$ cat config.mk
export PLATFORM = sky130hd
export DESIGN_NAME = viterbi_seq_ctrl
export DESIGN_NICKNAME = d
export VERILOG_FILES = /design/src/rtl/viterbi_pkg.sv /design/src/rtl/vit_tb_walker.sv /design/src/rtl/viterbi_seq_ctrl.sv
export SDC_FILE = /design/constraint.sdc
export NUM_CORES = 1
export LEC_CHECK = 0
export BUFFER_PORTS_ARGS = -buffer_cell sky130_fd_sc_hd__buf_2
export CORE_MARGIN = 4
export CORE_UTILIZATION = 50
export DETAILED_ROUTE_END_ITERATION = 7
export PLACE_DENSITY = 0.73
export SLEW_MARGIN = 40
export SYNTH_ARGS = -nofsm -noshare
export SYNTH_HDL_FRONTEND = slang
export SYNTH_SLANG_ARGS = --single-unit
$ cat constraint.sdc
create_clock -name clk -period 3.6 [get_ports clk]
set_input_delay 0.54 -clock clk [delete_from_list [all_inputs] [get_ports clk]]
set_output_delay 0.54 -clock clk [all_outputs]
set_load 0.05 [all_outputs]
$ cat src/rtl/viterbi_pkg.sv
// viterbi_pkg: shared constants and sequencer state encoding for the Viterbi controller
package viterbi_pkg;
    localparam int NUM_STATES = 64;
    localparam int ST_W       = 6;
    localparam int TB_DEPTH   = 32;
    localparam int PTR_W      = 6;
    localparam int SYM_W      = 3;
    typedef enum logic [2:0] {IDLE, ACS, COMMIT, TB, OUT} seq_state_t;
endpackage

$ cat src/rtl/vit_tb_walker.sv
// vit_tb_walker: walks the survivor history backwards one column per step and flags the last step
module vit_tb_walker #(
    parameter int ST_W     = viterbi_pkg::ST_W,
    parameter int PTR_W    = viterbi_pkg::PTR_W,
    parameter int TB_DEPTH = viterbi_pkg::TB_DEPTH
) (
    input  logic             clk,
    input  logic             rst,
    input  logic             load,
    input  logic             step,
    input  logic             bit_in,
    input  logic [PTR_W-1:0] load_ptr,
    input  logic [ST_W-1:0]  load_state,
    output logic [PTR_W-1:0] ptr,
    output logic [ST_W-1:0]  state,
    output logic             done
);
    logic [PTR_W-1:0] ptr_q, ptr_d, cnt_q, cnt_d;
    logic [ST_W-1:0]  state_q, state_d;

    // load a fresh walk, or shift the survivor bit into the state and move to the previous column
    always_comb begin
        ptr_d   = load ? load_ptr : step ? ptr_q - PTR_W'(1) : ptr_q;
        cnt_d   = load ? PTR_W'(TB_DEPTH) : step ? cnt_q - PTR_W'(1) : cnt_q;
        state_d = load ? load_state : step ? {state_q[ST_W-2:0], bit_in} : state_q;
    end

    // walker registers
    always_ff @(posedge clk or posedge rst) begin
        if (rst) begin
            ptr_q   <= '0;
            cnt_q   <= '0;
            state_q <= '0;
        end else begin
            ptr_q   <= ptr_d;
            cnt_q   <= cnt_d;
            state_q <= state_d;
        end
    end

    assign ptr   = ptr_q;
    assign state = state_q;
    assign done  = cnt_q == PTR_W'(1);
endmodule

$ cat src/rtl/viterbi_seq_ctrl.sv
// viterbi_seq_ctrl: per-symbol ACS sweep, metric-bank commit, traceback and decoded-bit handshake
module viterbi_seq_ctrl #(
    parameter int NUM_STATES = viterbi_pkg::NUM_STATES,
    parameter int ST_W       = viterbi_pkg::ST_W,
    parameter int TB_DEPTH   = viterbi_pkg::TB_DEPTH,
    parameter int PTR_W      = viterbi_pkg::PTR_W,
    parameter int SYM_W      = viterbi_pkg::SYM_W
) (
    input  logic             clk,
    input  logic             rst,
    input  logic             sym_valid,
    input  logic [SYM_W-1:0] sym_data,
    output logic             sym_ready,
    input  logic             clear,
    output logic             acs_en,
    output logic [ST_W-1:0]  acs_state,
    output logic [SYM_W-1:0] acs_sym,
    output logic             bank_swap,
    output logic [PTR_W-1:0] wr_ptr,
    input  logic [ST_W-1:0]  best_state,
    output logic             tb_en,
    output logic [PTR_W-1:0] tb_ptr,
    output logic [ST_W-1:0]  tb_state,
    input  logic             tb_bit_in,
    output logic             dec_valid,
    output logic             dec_bit,
    input  logic             dec_ready
);
    import viterbi_pkg::*;

    seq_state_t       state_q, state_d;
    logic             sym_ready_q, sym_ready_d, acs_en_q, acs_en_d, bank_swap_q, bank_swap_d;
    logic             tb_en_q, tb_en_d, dec_valid_q, dec_valid_d, dec_bit_q, dec_bit_d;
    logic [ST_W-1:0]  acs_state_q, acs_state_d;
    logic [SYM_W-1:0] acs_sym_q, acs_sym_d;
    logic [PTR_W-1:0] wr_ptr_q, wr_ptr_d, fill_q, fill_d, fill_inc;
    logic             tb_load, tb_done;

    // fill saturates so every symbol past the first window produces exactly one bit
    assign fill_inc = (fill_q == PTR_W'(TB_DEPTH)) ? fill_q : fill_q + PTR_W'(1);

    // next-state and next-output logic; all outputs are registered copies of these
    always_comb begin
        state_d     = state_q;
        sym_ready_d = sym_ready_q;
        acs_en_d    = acs_en_q;
        acs_state_d = acs_state_q;
        acs_sym_d   = acs_sym_q;
        bank_swap_d = 1'b0;
        wr_ptr_d    = wr_ptr_q;
        fill_d      = fill_q;
        tb_en_d     = tb_en_q;
        dec_valid_d = dec_valid_q;
        dec_bit_d   = dec_bit_q;
        tb_load     = 1'b0;
        case (state_q)
            IDLE: begin
                if (clear) begin
                    fill_d   = '0;
                    wr_ptr_d = '0;
                end else if (sym_valid) begin
                    acs_sym_d   = sym_data;
                    acs_state_d = '0;
                    acs_en_d    = 1'b1;
                    sym_ready_d = 1'b0;
                    state_d     = ACS;
                end
            end
            ACS: begin
                if (acs_state_q == ST_W'(NUM_STATES - 1)) begin
                    acs_en_d    = 1'b0;
                    bank_swap_d = 1'b1;
                    state_d     = COMMIT;
                end else begin
                    acs_state_d = acs_state_q + ST_W'(1);
                end
            end
            COMMIT: begin
                wr_ptr_d = wr_ptr_q + PTR_W'(1);
                fill_d   = fill_inc;
                if (fill_inc == PTR_W'(TB_DEPTH)) begin
                    tb_load = 1'b1;
                    tb_en_d = 1'b1;
                    state_d = TB;
                end else begin
                    sym_ready_d = 1'b1;
                    state_d     = IDLE;
                end
            end
            TB: begin
                if (tb_done) begin
                    tb_en_d     = 1'b0;
                    dec_bit_d   = tb_bit_in;
                    dec_valid_d = 1'b1;
                    state_d     = OUT;
                end
            end
            OUT: begin
                if (dec_ready) begin
                    dec_valid_d = 1'b0;
                    sym_ready_d = 1'b1;
                    state_d     = IDLE;
                end
            end
            default: state_d = IDLE;
        endcase
    end

    // sequencer state and registered outputs
    always_ff @(posedge clk or posedge rst) begin
        if (rst) begin
            state_q     <= IDLE;
            sym_ready_q <= 1'b1;
            acs_en_q    <= 1'b0;
            acs_state_q <= '0;
            acs_sym_q   <= '0;
            bank_swap_q <= 1'b0;
            wr_ptr_q    <= '0;
            fill_q      <= '0;
            tb_en_q     <= 1'b0;
            dec_valid_q <= 1'b0;
            dec_bit_q   <= 1'b0;
        end else begin
            state_q     <= state_d;
            sym_ready_q <= sym_ready_d;
            acs_en_q    <= acs_en_d;
            acs_state_q <= acs_state_d;
            acs_sym_q   <= acs_sym_d;
            bank_swap_q <= bank_swap_d;
            wr_ptr_q    <= wr_ptr_d;
            fill_q      <= fill_d;
            tb_en_q     <= tb_en_d;
            dec_valid_q <= dec_valid_d;
            dec_bit_q   <= dec_bit_d;
        end
    end

    vit_tb_walker #(.ST_W(ST_W), .PTR_W(PTR_W), .TB_DEPTH(TB_DEPTH)) u_walker (
        .clk        (clk),
        .rst        (rst),
        .load       (tb_load),
        .step       (tb_en_q),
        .bit_in     (tb_bit_in),
        .load_ptr   (wr_ptr_q),
        .load_state (best_state),
        .ptr        (tb_ptr),
        .state      (tb_state),
        .done       (tb_done)
    );

    assign sym_ready = sym_ready_q;
    assign acs_en    = acs_en_q;
    assign acs_state = acs_state_q;
    assign acs_sym   = acs_sym_q;
    assign bank_swap = bank_swap_q;
    assign wr_ptr    = wr_ptr_q;
    assign tb_en     = tb_en_q;
    assign dec_valid = dec_valid_q;
    assign dec_bit   = dec_bit_q;
endmodule

### Word-level counts from Yosys, hierarchy flattened

Index checks and enable logic that the tools add are counted.

| storage, ports and cells | value |
|---|---|
| output and inout port bits | 33 |
| input port bits | 15 |
| logic and storage cells | 93 |
| memories kept | 0 |
| bits in read-only memories | 0 |
| memory bits (writable) | 0 |
| register bits | 48 |
| latch bits | 0 |

| cells by class | value |
|---|---|
| shift-type cells | 0 |
| bitwise operators | 1 |
| $mul | 0 |
| magnitude comparators | 0 |
| mux-type cells | 40 |
| reduce and logical (&&, ||, !) cells | 16 |
| equal/unequal tests | 17 |
| div/mod/pow operators | 0 |
| add/sub/neg operators | 5 |

Operators by type and width:

| kind | count |
|---|---|
| $mux 6 | 11 |
| $pmux 6 s2 | 3 |
| $add 6x1->6 const B | 3 |
| $eq 6x6->1 const B | 3 |
| $ne 2x2->1 const B | 9 |
| $mux 1 | 15 |
| $mux 3 | 5 |
| $pmux 3 s5 | 1 |
| $sub 6x1->6 const B | 2 |
| $reduce_and 5->1 | 2 |
| $reduce_bool 2->1 | 5 |
| $reduce_and 3->1 | 3 |
| $reduce_and 4->1 | 2 |
| $eq 3x2->1 const B | 2 |
| $eq 6x1->1 const B | 1 |
| $pmux 1 s2 | 3 |
| $reduce_and 2->1 | 2 |
| $eq 3x1->1 const B | 1 |
| $eq 3x3->1 const B | 1 |
| $logic_not 3->1 | 1 |
| $pmux 1 s3 | 1 |
| $reduce_bool 3->1 | 1 |
| $mux 2 | 1 |
| $not 1->1 | 1 |

### Depth between registers and ports, before layout

| logic depth | value |
|---|---|
| word-level depth | 6 |
| gate-level depth with buffers | 8 |
| mapped depth without buffers | 7 |

### By module

From an unflattened synthesis, not the netlist that was laid out.

| second synthesis, totals | value |
|---|---|
| cell total of the unflattened synthesis | 268 |
| area, all modules | 2522.4 sq um |

By module, submodules not included:

| module | times used | cells an instance | area each (sq um) |
|---|---|---|---|
| viterbi_seq_ctrl | 1 | 175 | 1569.0 |
| vit_tb_walker | 1 | 93 | 953.4 |

### Worst setup path before layout

Ideal clock, no wire load.

| path | value |
|---|---|
| path kind | register -> register |
| start | register fill_q[0] |
| end | register u_walker.ptr_q[0] (netlist: u_walker.ptr[0]) |
| cell stages (with the launch flop) | 9 |
| clock period less this slack | 2253 ps |
| buffers on the path | 1 |
| required time | 3475 ps |
| path slack | 1347 ps |
| setup time | 125 ps |
| arrival time | 2128 ps |
| cell sequence | dfrtp_1 -> inv_1 -> ha_1 -> nand4bb_1 -> nor2_1 -> mux2i_1 -> nand3_4 -> buf_6 -> mux2_4 |

| on the way | value |
|---|---|
| longest elaborated chain between the ends | 6 |
| elaborated cells between the ends (all ways) | 8 |
| those cells by class | add/sub: 1; eq/ne: 2; mux: 4; reduce/logical: 1 |

Ends and longest elaborated chain:

| element | line | RTL |
|---|---|---|
| start: declaration | viterbi_seq_ctrl.sv:36 | `logic [PTR_W-1:0] wr_ptr_q, wr_ptr_d, fill_q, fill_d, fill_inc;` |
| start signal: assignment | viterbi_seq_ctrl.sv:131 | `fill_q <= fill_d;` |
| $add 6x1->6 or $eq 6x6->1 (tied branches) | viterbi_seq_ctrl.sv:40 | `assign fill_inc = (fill_q == PTR_W'(TB_DEPTH)) ? fill_q : fill_q + PTR_W'(1);` |
| $mux 6 (*) | viterbi_seq_ctrl.sv:40 |  |
| $eq 6x6->1 (*) | viterbi_seq_ctrl.sv:81 | `if (fill_inc == PTR_W'(TB_DEPTH)) begin` |
| $mux 1 (*) | viterbi_seq_ctrl.sv:81 |  |
| $mux 1 (*) | viterbi_seq_ctrl.sv:56 | `case (state_q)` |
| $mux 6 or $reduce_bool 2->1 (tied branches) | -- |  |
| end signal: assignment | vit_tb_walker.sv:35 | `ptr_q <= ptr_d;` |
| end: declaration | vit_tb_walker.sv:18 | `logic [PTR_W-1:0] ptr_q, ptr_d, cnt_q, cnt_d;` |

Every way passes the cells marked *; elsewhere a longest branch is shown, timed or not.
A chain may end at the register's enable or synchronous reset.

### Worst setup path in the final report

| path | value |
|---|---|
| start | register fill_q[0] |
| end | register u_walker.ptr_q[3] (netlist: u_walker.ptr[3]) |

The elaborated chain is that of the path after synthesis.

==> flow_summary.ini <==
[run_status]
status = finished clean

[yosys]
synth_cell_type_count = 40
yosys.area.top_type_share_pct = 46.4
synthFlopType = dfrtp_1
netlist.top_cell.by_area = dfrtp_1
synth.most_common_cell = dfrtp_1
synth.avg_cell_area_sq_um = 10.4
synth_area_sq_um = 2530
synth_async_sr_flop_share_pct = 100
yosys-top-cells-area = dfrtp_1 46%, mux2_2 8.4%, nand2_1 4.7%, xor2_1 3.8%, o21ai_0 3.6%
netlist_top_cells_count = 47 x dfrtp_1, 32 x nand2_1, 22 x nor2_1
ys_seq_area_share_pct = 47.5
ys_warn_count = 0
ys_seq_elements = 48
synth_edf_count = 0
syn_inst = 244
synth_fp_nets = 266

[timing]
tns_ps = 0
period_share_pct = 70.2
finalHoldViolCount = 0
period_minus_slack_ps = 2530
clock.fmax_mhz = 396
slew_headroom_pct = 55.4
worstMarginPinSlew_ps = 668
skew_ps = 6.67
rsz0062_at_grt = no
finalSetupViolCount = 0
slew_viol_final = 0

[setup_path]
cp.required_ps = 3790
cp.arrival_ps = 2720
cp_max_fo = 18
cp-end-kind = flop
critPathKind = flop to flop
start_kind = flop
worst-path-buf-inv = 1
cp_top_family = multiplexers
max_stage_delay_ps = 520
crit_chain = inv_1 -> ha_1 -> nand4bb_1 -> nor2_1 -> mux2i_1 -> nand3_4 -> mux2_4
slowest_stage = mux2i_1

[clocking]
clk_latency_ps = 300
post_cts_buffers = 0
ctsRootBufferMaster = clkbuf_8
h-tree-depth = 2
cts_buffers = 5
cts_resized = 0
cts_buffer_depth = 2
cts_tree = built
clock-sinks = 48
cts.hold.buffers_added = 0
clk_pin_slew_worst_paths_ps = 80

[hold_path]
min_path_type = input port to async pin

[grt]
grt_max_degree = 49
grt_pass1_vias = 1838
track_usage_pct = 16.8
overflow = 0
antenna_found_initial = 0
grt_first_pass_wirelength_um = 8430

[layout]
insertedDiodeCount = 0
nets = 310
drive_gt1_share_pct = 29.8
final_cell_count_no_fill = 356
area_delta_synth_final_pct = 14.1

[route]
dr.pass1.iters = 4
routed_wl_um = 4830
ant_nets = 0
vias_per_cell = 5.30
route.detailed.drc = 0
route.vias.total = 1888
drtIter0Drc = 127
avgRoutedWirePerCell_um = 13.6

[die]
core_area_sq_um = 4820
die_x_um = 79.2
die_area_sq_um = 6270
rows = 25
die_h_um = 79.2
start_util_pct = 52.6
io_pins = 48

[placement]
portBuffers = 47
dp_cells = 348
gp_congestion = 0.761
dp.final_hpwl_um = 3470

[power]
peakVddDrop_mv = 0.540
powerDensity_nw_per_um2 = 876
p_leak_nw = 1.37

[flow_run]
drv_cap = 0
[layout by cell type, fill, tap and decap left out, types with 2 or more instances in the layout]
cell type and instances:
nand2b_1 4, ha_1 7, nand4_1 4, mux2i_1 2, a31oi_1 6, a21oi_1 5
a22o_1 2, mux2_2 19, dfrtp_1 47, xnor2_1 6, and3_1 2, clkbuf_1 2
nand3b_1 3, nand2_1 32, nand3_1 9, nor2_1 22, nor4_1 2, inv_1 9
xor2_1 11, mux2_4 4, a221oi_2 2, o21ai_0 18, buf_2 47, clkbuf_8 6
nor3_1 3
[flip-flops by register name, summed over array words and instances, names as in the netlist, 3 cells and up]
| signal | cells |
|---|---|
| wr_ptr | 6 |
| u_walker.cnt_q | 6 |
| state_q | 3 |
| u_walker.ptr | 6 |
| fill_q | 6 |
| acs_state | 6 |
| acs_sym | 3 |
| u_walker.state | 6 |
[metrics by stage]
step                setup WS, ps  utilization, %  power [mW]  hold slack [ps]  area (sq um)
floorplan                   1350               -        1.96              483          2530
global placement            1180            58.1        2.19              457          2800
detailed placement          1070            58.1        2.22              465          2800
CTS                         1070            60.0        2.56              325          2890
global route                 887            60.0        2.71              354          2890
finish                      1070            60.0        2.53              305          2890
[layer usage]
metal | GRT usage, % | part of all wire (%) | vias up
li1 | - | - | 933
met1 | 21.3 | 44 | 907
met2 | 28.1 | 50 | 41
met3 | 3.51 | 4.4 | 7
met4 | 6.36 | 1.4 | 0
met5 | 0 | 0 | -
[final cells by class]
type	instances	area [sq um]
fill	429	1930
multi-input combinational	176	1240
sequential	48	1200
clock buffer	8	90.1
timing repair buffer	47	235
inverter	10	40.0
tap	67	83.8
[power by group]
part | switching [mW] | internal, mW | total [mW]
clock network | 0.169 | 0.157 | 0.326
logic | 0.844 | 0.406 | 1.25
registers | 0.214 | 0.743 | 0.956
total | 1.23 | 1.30 | 2.53
[kinds of logic (layout without fill, tap and decap cells)]
family / count (synthesis) / in the layout / synth area share, %
AOI/OAI and AO/OA: 40 / 40 / 11.0
xor gates and xnor gates: 17 / 17 / 5.88
adders and majority gates: 7 / 7 / 3.46
buffers and inverters: 20 / 65 / 3.65
DFF: 48 / 48 / 47.5
muxes: 25 / 25 / 11.6
and+or+nand+nor: 87 / 87 / 17.0
[worst reg2reg max path, delay by kind of cell (launching register included)]
family	cells	cell delay (ps)
AND/OR/NAND/NOR	3	840
multiplexers	2	910
adder cells (fa/ha/maj)	1	140
buffers and inverters	1	90
flip-flops	1	450
[worst paths after layout]
check,startpoint,to,slack [ps],cells past startpoint
min reg2reg,acs_en,acs_en,480,1
max reg2reg,fill_q[0],u_walker.ptr[3],1070,7
min in group clk,best_state[4],u_walker.state[4],470,2
min,rst,acs_sym[2],310,2
max,fill_q[0],u_walker.ptr[3],1070,7
max in group asynchronous,rst,acs_state[5],2880,2
(Power assumes the default switching activity.)
